**config.mk**
```make
export PLATFORM = sky130hd
export DESIGN_NAME = tdm_demux_one_to_four_flat
export DESIGN_NICKNAME = d
export VERILOG_FILES = /design/src/rtl/tdm_demux_one_to_four_pkg.sv /design/src/rtl/tdm_demux_one_to_four_if.sv /design/src/rtl/tdm_demux_one_to_four_slot_counter.sv /design/src/rtl/tdm_demux_one_to_four.sv /design/src/flat_wrapper.sv
export SDC_FILE = /design/constraint.sdc
export NUM_CORES = 1
export LEC_CHECK = 0
export CORE_UTILIZATION = 52
export DETAILED_ROUTE_END_ITERATION = 8
export GPL_ROUTABILITY_DRIVEN = 0
export HOLD_SLACK_MARGIN = 0.1
export PLACE_DENSITY_LB_ADDON = 0.08
export SLEW_MARGIN = 25
export SYNTH_ARGS = -nofsm -noshare
export SYNTH_HDL_FRONTEND = slang
export SYNTH_SLANG_ARGS = --single-unit
```
**constraint.sdc**
```tcl
create_clock -name iClk -period 4.2 [get_ports iClk]
set_input_delay 0.42 -clock iClk [delete_from_list [all_inputs] [get_ports iClk]]
set_output_delay 0.42 -clock iClk [all_outputs]
set_load 0.1 [all_outputs]
```
**src/rtl/tdm_demux_one_to_four_pkg.sv**
```systemverilog
// Shared types and constants for the 1-to-4 TDM demultiplexer.
package tdm_pkg;

  typedef enum logic {
    HUNT = 1'b0,
    LOCK = 1'b1
  } state_e;

  localparam logic [1:0] SLOT_A = 2'd0;
  localparam logic [1:0] SLOT_B = 2'd1;
  localparam logic [1:0] SLOT_C = 2'd2;
  localparam logic [1:0] SLOT_D = 2'd3;

  localparam int NUM_CH = 4;

endpackage

```
**src/rtl/tdm_demux_one_to_four_if.sv**
```systemverilog
// Serial input stream and reassembled parallel channel outputs of the TDM demux.
interface tdm_demux_one_to_four_if #(
  parameter int WIDTH = 8
);
  logic [WIDTH-1:0] iData;
  logic             iValid;
  logic             iFrame;
  logic [WIDTH-1:0] oChA;
  logic [WIDTH-1:0] oChB;
  logic [WIDTH-1:0] oChC;
  logic [WIDTH-1:0] oChD;
  logic             oFrameValid;
  logic             oSyncErr;
  logic             oLocked;

  modport master (
    output iData, iValid, iFrame,
    input  oChA, oChB, oChC, oChD, oFrameValid, oSyncErr, oLocked
  );

  modport slave (
    input  iData, iValid, iFrame,
    output oChA, oChB, oChC, oChD, oFrameValid, oSyncErr, oLocked
  );
endinterface

```
**src/rtl/tdm_demux_one_to_four_slot_counter.sv**
```systemverilog
// Two-bit TDM slot counter; clear wins over load-to-1, which wins over increment.
module tdm_slot_counter
  import tdm_pkg::*;
(
  input  logic       iClk,
  input  logic       iRst_n,
  input  logic       iClr,
  input  logic       iLoad1,
  input  logic       iInc,
  output logic [1:0] oSlot,
  output logic       oLast
);

  logic [1:0] slot_d;
  logic [1:0] slot_q;

  always_comb begin
    slot_d = slot_q;
    if (iClr) begin
      slot_d = SLOT_A;
    end else if (iLoad1) begin
      slot_d = SLOT_B;
    end else if (iInc) begin
      slot_d = slot_q + 2'd1;
    end
  end

  always_ff @(posedge iClk or negedge iRst_n) begin
    if (!iRst_n) begin
      slot_q <= SLOT_A;
    end else begin
      slot_q <= slot_d;
    end
  end

  assign oSlot = slot_q;
  assign oLast = (slot_q == SLOT_D);

endmodule

```
**src/rtl/tdm_demux_one_to_four.sv**
```systemverilog
// Registered 1-to-4 TDM demultiplexer with frame-lock tracking and sync-error pulse.
module tdm_demux_one_to_four
  import tdm_pkg::*;
#(
  parameter int WIDTH = 8
) (
  input  logic                    iClk,
  input  logic                    iRst_n,
  tdm_demux_one_to_four_if.slave  bus
);

  state_e           state_d, state_q;
  logic [WIDTH-1:0] stg_a_d, stg_a_q;
  logic [WIDTH-1:0] stg_b_d, stg_b_q;
  logic [WIDTH-1:0] stg_c_d, stg_c_q;
  logic [WIDTH-1:0] ch_a_d, ch_a_q;
  logic [WIDTH-1:0] ch_b_d, ch_b_q;
  logic [WIDTH-1:0] ch_c_d, ch_c_q;
  logic [WIDTH-1:0] ch_d_d, ch_d_q;
  logic             fv_d, fv_q;
  logic             se_d, se_q;

  logic             cnt_clr, cnt_load1, cnt_inc;
  logic [1:0]       slot;
  logic             slot_last;

  tdm_slot_counter u_slot (
    .iClk   (iClk),
    .iRst_n (iRst_n),
    .iClr   (cnt_clr),
    .iLoad1 (cnt_load1),
    .iInc   (cnt_inc),
    .oSlot  (slot),
    .oLast  (slot_last)
  );

  always_comb begin
    state_d   = state_q;
    stg_a_d   = stg_a_q;
    stg_b_d   = stg_b_q;
    stg_c_d   = stg_c_q;
    ch_a_d    = ch_a_q;
    ch_b_d    = ch_b_q;
    ch_c_d    = ch_c_q;
    ch_d_d    = ch_d_q;
    fv_d      = 1'b0;
    se_d      = 1'b0;
    cnt_clr   = 1'b0;
    cnt_load1 = 1'b0;
    cnt_inc   = 1'b0;

    if (bus.iValid) begin
      unique case (state_q)
        HUNT: begin
          if (bus.iFrame) begin
            stg_a_d   = bus.iData;
            cnt_load1 = 1'b1;
            state_d   = LOCK;
          end
        end
        LOCK: begin
          if (bus.iFrame) begin
            // A marker anywhere but slot 0 restarts the frame on this sample.
            se_d      = (slot != SLOT_A);
            stg_a_d   = bus.iData;
            cnt_load1 = 1'b1;
          end else if (slot == SLOT_A) begin
            se_d    = 1'b1;
            cnt_clr = 1'b1;
            state_d = HUNT;
          end else if (slot_last) begin
            ch_a_d  = stg_a_q;
            ch_b_d  = stg_b_q;
            ch_c_d  = stg_c_q;
            ch_d_d  = bus.iData;
            fv_d    = 1'b1;
            cnt_clr = 1'b1;
          end else begin
            if (slot == SLOT_B) begin
              stg_b_d = bus.iData;
            end else begin
              stg_c_d = bus.iData;
            end
            cnt_inc = 1'b1;
          end
        end
        default: state_d = HUNT;
      endcase
    end
  end

  always_ff @(posedge iClk or negedge iRst_n) begin
    if (!iRst_n) begin
      state_q <= HUNT;
      stg_a_q <= '0;
      stg_b_q <= '0;
      stg_c_q <= '0;
      ch_a_q  <= '0;
      ch_b_q  <= '0;
      ch_c_q  <= '0;
      ch_d_q  <= '0;
      fv_q    <= 1'b0;
      se_q    <= 1'b0;
    end else begin
      state_q <= state_d;
      stg_a_q <= stg_a_d;
      stg_b_q <= stg_b_d;
      stg_c_q <= stg_c_d;
      ch_a_q  <= ch_a_d;
      ch_b_q  <= ch_b_d;
      ch_c_q  <= ch_c_d;
      ch_d_q  <= ch_d_d;
      fv_q    <= fv_d;
      se_q    <= se_d;
    end
  end

  assign bus.oChA        = ch_a_q;
  assign bus.oChB        = ch_b_q;
  assign bus.oChC        = ch_c_q;
  assign bus.oChD        = ch_d_q;
  assign bus.oFrameValid = fv_q;
  assign bus.oSyncErr    = se_q;
  assign bus.oLocked     = (state_q == LOCK);

endmodule

```
**src/flat_wrapper.sv**
```systemverilog
// flat-port wrapper written by rule: the top's interface ports become plain ports
module tdm_demux_one_to_four_flat import tdm_pkg::*;
#(
  parameter int WIDTH = 8
)
  (iClk, iRst_n, bus_iData, bus_iValid, bus_iFrame, bus_oChA, bus_oChB, bus_oChC, bus_oChD, bus_oFrameValid, bus_oSyncErr, bus_oLocked);
  tdm_demux_one_to_four_if #(.WIDTH(WIDTH)) bus_i ();
  input  logic iClk;
  input  logic iRst_n;
  input wire logic [$bits(bus_i.iData)-1:0] bus_iData;
  input wire logic [$bits(bus_i.iValid)-1:0] bus_iValid;
  input wire logic [$bits(bus_i.iFrame)-1:0] bus_iFrame;
  output wire logic [$bits(bus_i.oChA)-1:0] bus_oChA;
  output wire logic [$bits(bus_i.oChB)-1:0] bus_oChB;
  output wire logic [$bits(bus_i.oChC)-1:0] bus_oChC;
  output wire logic [$bits(bus_i.oChD)-1:0] bus_oChD;
  output wire logic [$bits(bus_i.oFrameValid)-1:0] bus_oFrameValid;
  output wire logic [$bits(bus_i.oSyncErr)-1:0] bus_oSyncErr;
  output wire logic [$bits(bus_i.oLocked)-1:0] bus_oLocked;
  assign bus_i.iData = bus_iData;
  assign bus_i.iValid = bus_iValid;
  assign bus_i.iFrame = bus_iFrame;
  assign bus_oChA = bus_i.oChA;
  assign bus_oChB = bus_i.oChB;
  assign bus_oChC = bus_i.oChC;
  assign bus_oChD = bus_i.oChD;
  assign bus_oFrameValid = bus_i.oFrameValid;
  assign bus_oSyncErr = bus_i.oSyncErr;
  assign bus_oLocked = bus_i.oLocked;
  tdm_demux_one_to_four #(.WIDTH(WIDTH)) u_core (.iClk(iClk), .iRst_n(iRst_n), .bus(bus_i));
endmodule
```
* Yosys cells after proc, flatten, opt, wreduce, memory -nomap -nowiden
Cells that the tools add are included.
** Word-level totals
- Bits in registers :: 61
- Input port bits :: 12
- Output and inout port bits :: 35
** Cells by class
- Add/subtract/negate cells :: 1
- Equal/unequal tests :: 2
- Muxes and demuxes :: 27
- Bitwise logic cells :: 5
- Reductions and logical operators :: 7
** Operator list (count)
- 1-bit 2-to-1 mux :: 22
- 6-bit AND reduction :: 2
- 8-bit 2-to-1 mux :: 1
- 2-bit 2-to-1 mux :: 3
- 1-bit NOT :: 5
- 5-bit AND reduction :: 1
- 3-bit nonzero test :: 1
- 2-bit by 1-bit adder with 2-bit output (second input constant) :: 1
- 2-bit by 1-bit == test with 1-bit output (second input constant) :: 1
- 2-bit == test (second input constant) :: 1
- 2-bit logical NOT :: 1
- 1-bit one-hot mux with 2 select lines :: 1
- 2-bit AND reduction :: 1
- 2-bit nonzero test :: 1

* Depth between registers and ports, before layout
Gate-level depths: netlist of the first run.
- Depth in word-level cells :: 9
- Mapped depth :: 7
- Depth with buffers taken out :: 6

* By module
Synthesis of the first run repeated with hierarchy kept, for this count alone.
** Unflattened totals
- Cell total of the unflattened synthesis :: 144
- Area total of the unflattened synthesis :: 2327.2 sq um
** By module, submodules not included
- tdm_demux_one_to_four :: times used 1, cells an instance 136, area an instance 2232.1 sq um
- tdm_slot_counter :: times used 1, cells an instance 8, area an instance 95.1 sq um

* Worst setup path after synthesis of the first run
OpenSTA, ideal clock, no wires.
- Path type :: reg-to-reg
- From :: register u_core.state_q (netlist: u_core.bus.oLocked)
- To :: register u_core.stg_b_q[0]
- Setup time :: 125 ps
- Arrival time :: 1996 ps
- Data required time :: 4075 ps
- Setup slack :: 2079 ps
- Stages on the path, launching flop included :: 5
- Period minus slack after synthesis :: 2121 ps
- Cells stage by stage :: dfrtp_1 > buf_4 > nand3_4 > nor3b_4 > mux2_2
** Between the ends
- Cells in the longest elaborated chain, start to end :: 1
** RTL lines
- start: declaration :: line tdm_demux_one_to_four.sv:12 : state_e state_d, state_q;
- start signal: assignment :: line tdm_demux_one_to_four.sv:105 : state_q <= state_d;
- 6-bit AND reduction (no line)
- end signal: assignment :: line tdm_demux_one_to_four.sv:107 : stg_b_q <= stg_b_d;
- end: declaration :: line tdm_demux_one_to_four.sv:14 : logic [WIDTH-1:0] stg_b_d, stg_b_q;
Every way passes these cells.
A chain may end at the register's enable or synchronous reset.

* Worst setup path after layout of the first run
- From :: register u_core.state_q (netlist: u_core.bus.oLocked)
- To :: output bus_oLocked
** RTL lines
- end: declaration :: line flat_wrapper.sv:19 : output wire logic [$bits(bus_i.oLocked)-1:0] bus_oLocked;
No word-level cell between the ends.

==> results.yml, run 1 <==
outcome:
  outcome: "complete, no violations"
setup_path:
  cp-end-kind: "output pin"
  cp_data_required_time_ns: 3.78
  max_stage_delay_ns: 1.22
  crit_cells: 1
  critical-path-top-delay-family: "buffers and inverters"
  crit_arrival_ns: 2.12
  path_cells: "clkdlybuf4s50_1"
  start_kind: "flop"
  reg2reg_from: "u_core.u_slot.oSlot[0]"
  crit_start: "u_core.bus.oLocked"
  critPathKind: "reg2out"
  cp-endpoint: "bus_oLocked"
  rr_endpoint: "u_core.bus.oChD[0]"
  crit_buf_inv: 1
  cpMaxStageDelayCell: "clkdlybuf4s50_1"
  cp_max_fo: 10
  ff2ff_path_depth: 6
  reg2reg_setup_slack_ns: 2.05
clock_tree:
  cts_resized: 0
  cts_htree_levels: 3
  root_buffer: "clkbuf_8"
  cts_buffer_depth: 2
  cts_tree: "yes"
  cts_made_buffers: 9
  cts.hold.buffers_added: 0
  post_cts_buffers: 0
  worstSkewPairLatency_ns: 0.32
  clkTransAtPathRegs_ns: 0.06
  clkSinkCount: 61
floorplanning:
  die-area_sq_um: 4870
  core_area_sq_um: 4380
  io_pins: 47
  fp.dieW_microns: 69.8
  rows: 24
  die_y_microns: 69.8
  start_util_pct: 54.5
run:
  max_cap_violations: 0
timing:
  hold_ws_ns: 0.241
  setup_viol: 0
  worst_slack_ns: 1.66
  period_minus_slack_ns: 2.54
  slew_headroom_pct: 34.6
  rsz0062_at_grt: "no"
  tns_ns: 0
  drv_slew: 0
  fin_crit_sh_pct: 60.6
  worstMarginPinSlew_ns: 0.978
  timing.fmax_mhz: 393
  fin_skew_ns: 0.00538
  finalHoldViolCount: 0
drt:
  drt_iter0_drc: 85
  route.detailed.drc: 0
  vias: 1371
  viasPerCell: 5.38
  drt.antenna.violating_nets: 0
  wire_per_inst_microns: 16.1
  firstDrtPassIters: 4
  totalWireLength_microns: 4110
yosys:
  synth_top_cell_by_area: "dfrtp_1"
  ys_seq_elements: 61
  syn-num-nets: 164
  yosysUniqueCellTypes: 20
  yosys_warnings: 0
  synth_area_leaders: "dfrtp_1, mux2_2, ha_1, mux2_1, nor3b_4"
  synthCells: 147
  synth_top_area_share_pct: 63.9
  seq_area_frac_synth_pct: 63.9
  syn_area_sq_um: 2390
  avgSynthCellArea_sq_um: 16.2
final_layout:
  antenna_cells: 0
  final_area_sq_um: 3060
  syn2layout_area_growth_pct: 28.1
  fill_cells: 294
  drive_gt1_share_pct: 35.5
  final_nets: 217
placed_design:
  dp.final_hpwl_microns: 2750
  postPlaceCellArea_sq_um: 2890
  place_ws_ns: 1.24
  port_buffers: 46
global_route:
  use_met2_pct: 31.1
  overflow: 0
  top_usage_layer: "met2"
  grt_max_degree: 62
  grt_pass1_wl_microns: 7110
  first_global_vias: 1483
  track_usage_pct: 19.4
  grt_use_met3_pct: 4.94
  use_met1_pct: 24.6
  antenna_found_initial: 0
hold_path:
  hp-class: "in2async"
-- cells in the final DEF (no fill, tap or decap), drive strengths merged --
cell           instances
a31oi                  1
a21oi                  1
nand3                  1
a22o                   1
nor2                   1
clkdlybuf4s50         45
inv                    4
clkbuf                12
buf                    2
dfrtp                 61
mux2                  56
ha                     5
o2bb2ai                1
clkinv                 2
nand2                  3
o21ai                  2
and3                   1
nand4                  2
nor3b                  2
-- through the flow --
step / util, % / cells
finish: 69.8 / 255
global route: 69.8 / 255
CTS: 69.6 / 255
detailed placement: 65.8 / 241
global placement: 65.8 / 241
floorplan: - / 147
-- registers in the layout, indices dropped and copies added (netlist names), 2 cells and up --
signal	flops
u_core.u_slot.oSlot	2
u_core.stg_c_q	8
u_core.bus.oChA	8
u_core.stg_b_q	8
u_core.bus.oChD	8
u_core.stg_a_q	8
u_core.bus.oChB	8
u_core.bus.oChC	8
-- layer usage --
layer,vias up,part of all wire [%]
li1,629,-
met3,9,3.9
met1,694,42
met2,39,52
met5,-,0
met4,0,2.0
-- worst min path at each step --
stage,startpoint,endpoint,slack (ns),cells after the start
global route,iRst_n,u_core.bus.oChC[5],0.29,2
finish,iRst_n,u_core.bus.oChA[0],0.24,2
CTS,iRst_n,u_core.bus.oChC[5],0.26,2
global placement,u_core.stg_a_q[7],u_core.bus.oChA[7],0.46,1
detailed placement,u_core.stg_a_q[7],u_core.bus.oChA[7],0.49,1
floorplan,iRst_n,u_core.bus.oChA[0],0.12,0
-- cells in the mapped netlist, drive strengths merged --
| library cell | n |
|---|---|
| mux2 | 56 |
| a22o | 1 |
| a31oi | 1 |
| buf | 5 |
| nand2 | 3 |
| o2bb2ai | 1 |
| o21ai | 2 |
| nand4 | 2 |
| ha | 5 |
| inv | 4 |
| nand3 | 1 |
| nor2 | 1 |
| a21oi | 1 |
| nor3b | 2 |
| and3 | 1 |
| dfrtp | 61 |
-- layout make-up --
cell class                 instances  area, sq um  share of cell area [%]
multi-input combinational         77          825                    27.0
tap                               52         65.1                    2.13
clock buffer                      12          155                    5.07
sequential                        61         1530                    49.9
inverter                           4         15.0                   0.491
timing repair buffer              47          463                    15.1
clock inverter                     2         10.0                   0.327
-- worst reg2reg max path, cell delays in order (launching register included) --
cell and delay, ns:
dfrtp_1 0.43, inv_1 0.08, ha_1 0.22, inv_1 0.06, ha_1 0.23, nand4_4 0.50, mux2_1 0.52
-- cells by family (layout without fill, tap and decap cells) --
logic type | count (synthesis) | count (layout) | share of synthesized area (%)
compound gates | 6 | 6 | 1.62
mux | 56 | 56 | 26.4
flops | 61 | 61 | 63.9
fa+ha+maj | 5 | 5 | 2.62
simple gates | 10 | 10 | 3.51
buf+inv | 9 | 65 | 1.89
Power of run 1 is left out: the tool's default activity adds up to more than one toggle a clock period on the data nets, which glitch-free logic cannot reach.
==> inputs of run 2 (changes only) <==
--- a/config.mk
+++ b/config.mk
@@ -5,7 +5,7 @@
 export SDC_FILE = /design/constraint.sdc
 export NUM_CORES = 1
 export LEC_CHECK = 0
-export CORE_UTILIZATION = 52
+export CORE_UTILIZATION = 51
 export DETAILED_ROUTE_END_ITERATION = 8
 export GPL_ROUTABILITY_DRIVEN = 0
 export HOLD_SLACK_MARGIN = 0.1
==> constraint.sdc (replaced) <==
create_clock -name iClk -period 2.4 [get_ports iClk]
set_input_delay 0.24 -clock iClk [delete_from_list [all_inputs] [get_ports iClk]]
set_output_delay 0.24 -clock iClk [all_outputs]
set_load 0.1 [all_outputs]
==> run 2 against run 1 <==
Compared with the run above: die area up 1.9%; final area down 1.5%; non-clock buffer count up 3; worst hold slack better by 0.19 ns; wire length up 0.22%; critical path depth up 4; core utilization down 1.5 points; global-route usage down 0.36 points; register-to-register slack worse by 1.6 ns; clock-buffer cell count up 2; sequential cell count unchanged; largest cell class unchanged.
==> results.yml, run 2 (same netlist as run 1, synthesis figures left out) <==
outcome:
  outcome: "complete, no violations"
final_layout:
  drive_gt1_share_pct: 52.7
  mostFrequentLayoutCells: "dfrtp_1, mux2_2, buf_4"
  syn2layout_area_growth_pct: 26.2
  utilization_pct: 68.3
  final_nets: 220
  final_area_sq_um: 3010
  final_common_cell: "dfrtp_1"
  antenna_cells: 0
  fill_cells: 309
clock_tree:
  root_buffer: "clkbuf_8"
  cts_made_buffers: 9
  cts_tree: "yes"
  worstSkewPairLatency_ns: 0.32
  cts_buffer_depth: 2
  clkTransAtPathRegs_ns: 0.06
  clkSinkCount: 61
  cts_htree_levels: 3
  post_cts_buffers: 0
floorplanning:
  die_y_microns: 70.4
  start_util_pct: 54.1
  rows: 24
  die-area_sq_um: 4960
  io_pins: 47
  core_area_sq_um: 4410
  fp.dieW_microns: 70.4
drt:
  drt.antenna.violating_nets: 0
  vias: 1375
  totalWireLength_microns: 4120
  route.detailed.drc: 0
  wire_per_inst_microns: 15.9
  viasPerCell: 5.31
  drt_iter0_drc: 78
  firstDrtPassIters: 3
setup_path:
  crit_buf_inv: 1
  critPathKind: "reg2reg"
  cpMaxStageDelayCell: "nor3b_4"
  crit_arrival_ns: 2.15
  cp_data_required_time_ns: 2.60
  cp-end-kind: "flop"
  start_kind: "flop"
  cp_max_fo: 8
  path_cells: "inv_1, ha_1, nand3_4, nor3b_4, mux2_2"
  critical-path-top-delay-family: "simple AND/OR/NAND/NOR gates"
  max_stage_delay_ns: 0.51
timing:
  drv_slew: 0
  period_minus_slack_ns: 1.94
  worstMarginPinSlew_ns: 0.529
  timing.fmax_mhz: 515
  rsz0062_at_grt: "no"
  setup_viol: 0
  fin_skew_ns: 0.00714
  fin_crit_sh_pct: 80.9
  slew_headroom_pct: 64.7
  tns_ns: 0
  finalHoldViolCount: 0
global_route:
  grt_max_degree: 41
  grt_pass1_wl_microns: 7050
  overflow: 0
  antenna_found_initial: 0
  first_global_vias: 1508
  track_usage_pct: 19.1
hold_path:
  hp-class: "in2async"
run:
  max_cap_violations: 0
placed_design:
  postPlaceCellArea_sq_um: 2830
  port_buffers: 46
  dp.final_hpwl_microns: 2810
[run 2: changes by cell type in the layout (fill, tap and decap cells not counted)]
cell / before / now
dlygate4sd3_1: 0 / 1
clkinv_2: 2 / 1
nand4_4: 1 / 0
buf_12: 0 / 1
buf_4: 1 / 37
clkbuf_8: 11 / 12
clkbuf_1: 1 / 2
clkdlybuf4s50_1: 45 / 10
nand4_2: 0 / 1
[run 2: what timing repair did]
item                                   CTS  global route
gates resized for setup                  0             0
endpoints found under the hold margin   61             0
hold buffers                             1             0
setup endpoints to repair                0             0
[run 2: through the flow]
stage	hold slack [ns]	setup WS, ns	std cells
4_1_cts	0.432	0.432	259
3_3_place_gp	0.235	0.321	243
5_1_grt	0.453	0.355	259
2_1_floorplan	-0.0556	0.279	147
3_5_place_dp	0.243	0.255	243
6_report	0.433	0.458	259
[run 2: final cells by class]
cell class | count | area [sq um] | share of cell area [%]
Clock buffer | 14 | 173 | 5.73
Clock inverter | 1 | 5.00 | 0.166
Inverter | 4 | 15.0 | 0.498
Multi-Input combinational cell | 77 | 816 | 27.1
Sequential cell | 61 | 1530 | 50.7
Tap cell | 52 | 65.1 | 2.16
Timing Repair Buffer | 50 | 413 | 13.7
[run 2: per-layer routing]
metal	track usage, %	part of all wire (%)
met5	0	0
met4	7.11	0.66
met3	7.36	4.8
met2	30.5	51
met1	23.4	43
[run 2: tightest hold or removal path, stage by stage]
cell and delay, ns:
dlygate4sd3_1 0.52, buf_2 0.11, buf_4 0.27
[run 2: final timing paths]
| kind | endpoint | slack [ns] | cells past startpoint | from |
|---|---|---|---|---|
| worst max-delay path | u_core.stg_b_q[1] | 0.46 | 5 | u_core.u_slot.oSlot[0] |
| worst min-delay path | u_core.bus.oChA[5] | 0.43 | 3 | iRst_n |
| worst max register to register | u_core.stg_b_q[1] | 0.46 | 5 | u_core.u_slot.oSlot[0] |
| min in group iClk | u_core.bus.oChA[7] | 0.49 | 1 | u_core.stg_a_q[7] |
| worst min register to register | u_core.bus.oChA[7] | 0.49 | 1 | u_core.stg_a_q[7] |
| max in group asynchronous | u_core.stg_a_q[3] | 1.54 | 3 | iRst_n |
Power of run 2 is left out for the same reason.
